**config.mk**
```make
export PLATFORM = sky130hd
export DESIGN_NAME = cbist_controller
export DESIGN_NICKNAME = d
export VERILOG_FILES = /design/src/rtl/cbist_pkg.sv /design/src/rtl/cbist_cycle_counter.sv /design/src/rtl/cbist_controller.sv
export SDC_FILE = /design/constraint.sdc
export NUM_CORES = 1
export LEC_CHECK = 0
export ABC_CLOCK_PERIOD_IN_PS = 1800
export BUFFER_PORTS_ARGS = -buffer_cell sky130_fd_sc_hd__buf_2
export CORE_ASPECT_RATIO = 1.1
export CORE_UTILIZATION = 45
export DETAILED_ROUTE_END_ITERATION = 12
export GPL_TIMING_DRIVEN = 1
export HOLD_SLACK_MARGIN = 0.1
export PLACE_DENSITY = 0.75
export SLEW_MARGIN = 10
export SYNTH_ARGS = -nofsm -noshare
export SYNTH_HDL_FRONTEND = slang
export SYNTH_SLANG_ARGS = --single-unit
```
**constraint.sdc**
```tcl
create_clock -name clock -period 1.8 [get_ports clock]
set_input_delay 0.27 -clock clock [delete_from_list [all_inputs] [get_ports clock]]
set_output_delay 0.27 -clock clock [all_outputs]
set_load 0.01 [all_outputs]
```
**src/rtl/cbist_pkg.sv**
```systemverilog
// Shared definitions for the circular-BIST controller: FSM encoding, signature
// defaults and counter sizing.
package cbist_pkg;

  localparam int          CBIST_SIG_WIDTH  = 16;
  localparam logic [15:0] CBIST_GOLDEN_SIG = 16'hA5C3;

  localparam logic [2:0] ST_IDLE    = 3'd0;
  localparam logic [2:0] ST_INIT    = 3'd1;
  localparam logic [2:0] ST_RUN     = 3'd2;
  localparam logic [2:0] ST_CAPTURE = 3'd3;
  localparam logic [2:0] ST_DONE    = 3'd4;

  // Counter must hold the larger phase length minus one.
  function automatic int cnt_width(input int init_cycles, input int test_cycles);
    int m;
    m = (init_cycles > test_cycles) ? init_cycles : test_cycles;
    return $clog2(m + 1);
  endfunction

endpackage

```
**src/rtl/cbist_cycle_counter.sv**
```systemverilog
// Phase cycle counter: clears on state entry, counts while enabled, flags the
// terminal count supplied by the controller.
module cbist_cycle_counter #(
  parameter int CW = 1
) (
  input  logic          clock,
  input  logic          reset,
  input  logic          clear,
  input  logic          enable,
  input  logic [CW-1:0] terminal,
  output logic          tc
);

  logic [CW-1:0] cnt;

  always_ff @(posedge clock or posedge reset) begin
    if (reset)       cnt <= '0;
    else if (clear)  cnt <= '0;
    else if (enable) cnt <= cnt + 1'b1;
  end

  assign tc = (cnt == terminal);

endmodule

```
**src/rtl/cbist_controller.sv**
```systemverilog
// Circular-BIST run controller: sequences seed, free-run and capture of the
// circular register and compares the captured signature to a golden value.
module cbist_controller
  import cbist_pkg::*;
#(
  parameter int                   SIG_WIDTH   = CBIST_SIG_WIDTH,
  parameter int                   INIT_CYCLES = 2,
  parameter int                   TEST_CYCLES = 256,
  parameter logic [SIG_WIDTH-1:0] GOLDEN_SIG  = SIG_WIDTH'(CBIST_GOLDEN_SIG)
) (
  input  logic                 clock,
  input  logic                 reset,
  input  logic                 bist_start,
  input  logic                 bist_abort,
  input  logic [SIG_WIDTH-1:0] signature_in,
  output logic                 bist_mode,
  output logic                 sr_init,
  output logic                 sr_enable,
  output logic                 busy,
  output logic [SIG_WIDTH-1:0] signature_out,
  output logic                 bist_end,
  output logic                 pass_fail
);

  localparam int            CW      = cnt_width(INIT_CYCLES, TEST_CYCLES);
  localparam logic [CW-1:0] INIT_TC = CW'(INIT_CYCLES - 1);
  localparam logic [CW-1:0] TEST_TC = CW'(TEST_CYCLES - 1);

  logic [2:0]    state, state_nxt;
  logic          start_q, start_edge;
  logic          cnt_clr, cnt_en, cnt_tc;
  logic [CW-1:0] cnt_term;

  always_ff @(posedge clock or posedge reset) begin
    if (reset) start_q <= 1'b0;
    else       start_q <= bist_start;
  end

  assign start_edge = bist_start & ~start_q;

  // Abort outranks everything; a start edge is only honoured from IDLE/DONE.
  always_comb begin
    state_nxt = state;
    case (state)
      ST_IDLE:    if (start_edge && !bist_abort) state_nxt = ST_INIT;
      ST_INIT:    if (bist_abort) state_nxt = ST_IDLE;
                  else if (cnt_tc) state_nxt = ST_RUN;
      ST_RUN:     if (bist_abort) state_nxt = ST_IDLE;
                  else if (cnt_tc) state_nxt = ST_CAPTURE;
      ST_CAPTURE: if (bist_abort) state_nxt = ST_IDLE;
                  else state_nxt = ST_DONE;
      ST_DONE:    if (bist_abort) state_nxt = ST_IDLE;
                  else if (start_edge) state_nxt = ST_INIT;
      default:    state_nxt = ST_IDLE;
    endcase
  end

  always_ff @(posedge clock or posedge reset) begin
    if (reset) state <= ST_IDLE;
    else       state <= state_nxt;
  end

  assign cnt_clr  = (state_nxt != state);
  assign cnt_en   = (state == ST_INIT) || (state == ST_RUN);
  assign cnt_term = (state == ST_RUN) ? TEST_TC : INIT_TC;

  cbist_cycle_counter #(.CW(CW)) u_cnt (
    .clock    (clock),
    .reset    (reset),
    .clear    (cnt_clr),
    .enable   (cnt_en),
    .terminal (cnt_term),
    .tc       (cnt_tc)
  );

  // pass_fail is only meaningful in DONE, so any exit from DONE drops it;
  // signature_out survives aborts and restarts until the next capture.
  always_ff @(posedge clock or posedge reset) begin
    if (reset) begin
      signature_out <= '0;
      pass_fail     <= 1'b0;
    end else if (state == ST_CAPTURE && state_nxt == ST_DONE) begin
      signature_out <= signature_in;
      pass_fail     <= (signature_in == GOLDEN_SIG);
    end else if (state_nxt != ST_DONE) begin
      pass_fail     <= 1'b0;
    end
  end

  assign sr_init   = (state == ST_INIT);
  assign sr_enable = (state == ST_RUN);
  assign busy      = sr_init | sr_enable | (state == ST_CAPTURE);
  assign bist_mode = busy;
  assign bist_end  = (state == ST_DONE);

endmodule

```
==> results by group <==
Yosys
  • Share of the synthesized area in the top cell type: 0.4959
  • Post-synth top area cell: dfrtp_1
  • Mapped Nets: 154
  • Syn Area/Cell: 11.38 um2
  • Most frequent cell after synthesis: dfrtp_1
  • Seq/Total Area, Yosys: 0.4959
  • Number of distinct library cells after synthesis: 39
  • EDFF count, synth: 0
  • Warnings from Yosys: 0
  • Share of flip-flops with an asynchronous set or reset: 1.000
  • Post-synthesis register bit count: 30
  • Synthesized instance count: 133
  • Top cells by area, synth: dfrtp_1, mux2_1, xnor2_1
  • Predominant post-synthesis flop cell: dfrtp_1
  • Synth cell count leaders: dfrtp_1, nor2_1, mux2_1
  • Post-synthesis cell area: 1514 um2

Worst setup path
  • Required time of the critical path: 1530 ps
  • Crit Path Max Fanout: 11
  • Crit path buffers/inverters: 1
  • CP Launch Type: register
  • Critical path class: register to primary output
  • Crit-path max cell delay: 520 ps
  • Slowest cell on crit path: dfrtp_1
  • CP cell instances: nand2b_1 -> nor2_1 -> buf_2
  • WP data arrival: 1370 ps
  • CP Capture Type: primary output
  • Delay-heaviest family, CP: flip-flops

Placement
  • PortBufs: 41
  • Dpl hpwl: 2184 um
  • Gpl congestion: 0.8577
  • DP Worst Slack: 212.8 ps

Global route
  • GRT Total Usage: 0.1887
  • Initial antenna violation count: 0
  • First-pass GRT wire length: 5064 um
  • Remaining Overflow, GRT: 0
  • Largest net degree at the start of global routing: 31
  • Vias in the first global route: 1126

Timing
  • Crit share post-route: 0.9124
  • RSZ-0062 raised after global routing: false
  • Worst setup margin: 157.7 ps
  • Setup TNS: 0 ps
  • Max-Slew Margin vs Limit: 0.7219
  • Fin. max-slew vios: 0
  • Hold violation total from the final report: 0
  • Maximum operating frequency: 608.9 MHz
  • Setup skew after layout: 6.866 ps
  • Min Tclk post-route: 1642 ps
  • Setup-failing EPs final: 0
  • Hold WS: 166.4 ps
  • Slew @ Worst Pin: 415.1 ps

Die
  • Io pins: 42
  • Site row count: 21
  • Core Area: 3127 um2
  • Chip height: 62.84 um
  • Die area: 3601 um2
  • Initial Util: 0.4842
  • Die span in x: 57.31 um

Job
  • # Max-Cap Violations: 0

Run status
  • Outcome: finished, violations left
  • Violated checks: DRC

Detailed routing
  • DR pass1 iterations: 8
  • Via/cell ratio: 5.430
  • Antenna viol nets, final: 0
  • Routed wire length: 2954 um
  • DR iter-0 viols: 59
  • Met3 WL: 121 um
  • Vias: 1162
  • Routed len/inst: 13.80 um
  • Metal-1 WL: 1330 um
  • Top layer in use: met4
  • Routed wl met2: 1466 um
  • DR DRC count: 4

Pwr
  • PD cells: 994.1 nW/um2
  • P_leak: 0.8943 nW
  • Peak VDD IR: 0.4956 mV

Finish
  • Area grow syn2layout: 22.89%
  • Total Nets Final: 201
  • Diode count: 0
  • Fill cells: 282
  • Final core occ: 0.5950
  • Share of cells above drive strength 1: 0.3556

Worst hold path
  • Hold crit path type: input pin to register

Clock network
  • Htree depth: 2
  • Clk buf depth: 2
  • CTS tree: yes
  • Inserted Clock Buffers: 5
  • Clk root buf: clkbuf_4
  • CTS clock-pin slew for the worst setup and hold paths: 90 ps
  • Worst skew pair latency: 330 ps
  • # clock sinks: 30
## cells in the final DEF (no fill, tap or decap), types with 4 or more instances in the layout
cell type	instances
buf_2	41
dfrtp_1	30
nor2_1	17
mux2_1	10
nand2_1	8
xnor2_1	8
nor3_1	7
mux2_2	6
clkbuf_4	5
nand4b_1	4
## power breakdown
group / total [mW] / switching, mW / internal, mW
Clock: 0.549 / 0.226 / 0.323
Combinational: 0.440 / 0.229 / 0.211
Sequential: 0.860 / 0.0800 / 0.780
Total: 1.85 / 0.534 / 1.31
## state kept, by name, summed over array words and instances (netlist names)
| name | flops |
|---|---|
| pass_fail | 1 |
| u_cnt.cnt | 9 |
| signature_out | 16 |
| state | 3 |
| start_q | 1 |
## metrics by stage
step / area, um2 / instances / total power, mW
6_report: 1861 / 214 / 1.849
5_1_grt: 1861 / 214 / 1.957
4_1_cts: 1861 / 214 / 1.871
3_5_place_dp: 1759 / 205 / 1.317
3_3_place_gp: 1759 / 205 / 1.304
2_1_floorplan: 1514 / 133 / 1.147
## layout make-up
cell class	instances	area, um2	share of cell area
clock buffers	6	51.30	0.02757
multi-input cells	94	710.7	0.3820
flip-flops and latches	30	750.7	0.4035
repair buffers	47	267.8	0.1439
well taps	34	42.54	0.02286
inverters	2	7.507	0.004035
clock inverters	1	30.03	0.01614
## what timing repair did
item / in CTS / in global routing
hold buffers: 2 / 0
endpoints found under the hold margin: 31 / 0
resized for setup: 0 / 0
buffers inserted: 0 / 0
## layer usage
metal | track usage | up-vias
met5 | 0 | -
li1 | - | 563
met4 | 0.08841 | 0
met1 | 0.2346 | 565
met3 | 0.07453 | 5
met2 | 0.2853 | 29
## path summary, 6_finish.rpt
path / from / end / slack (ps) / depth (start not counted)
max in group asynchronous: reset / u_cnt.cnt[0] / 970 / 4
min reg2reg: signature_out[3] / signature_out[3] / 490 / 1
max: state[1] / sr_init / 160 / 3
min in group asynchronous: reset / u_cnt.cnt[1] / 550 / 4
min: signature_in[6] / signature_out[6] / 170 / 2
max reg2reg: state[1] / u_cnt.cnt[2] / 200 / 4
## cells by family (layout without fill, tap and decap cells)
logic type | count (synthesis) | count (layout) | share of synthesized area
AOI/OAI and AO/OA | 9 | 9 | 0.05042
xor gates and xnor gates | 10 | 10 | 0.06282
adders and majority gates | 1 | 1 | 0.008263
buffers and inverters | 9 | 56 | 0.03470
DFF | 30 | 30 | 0.4959
muxes | 16 | 16 | 0.1190
and+or+nand+nor | 58 | 58 | 0.2289
(Power assumes the default switching activity.)
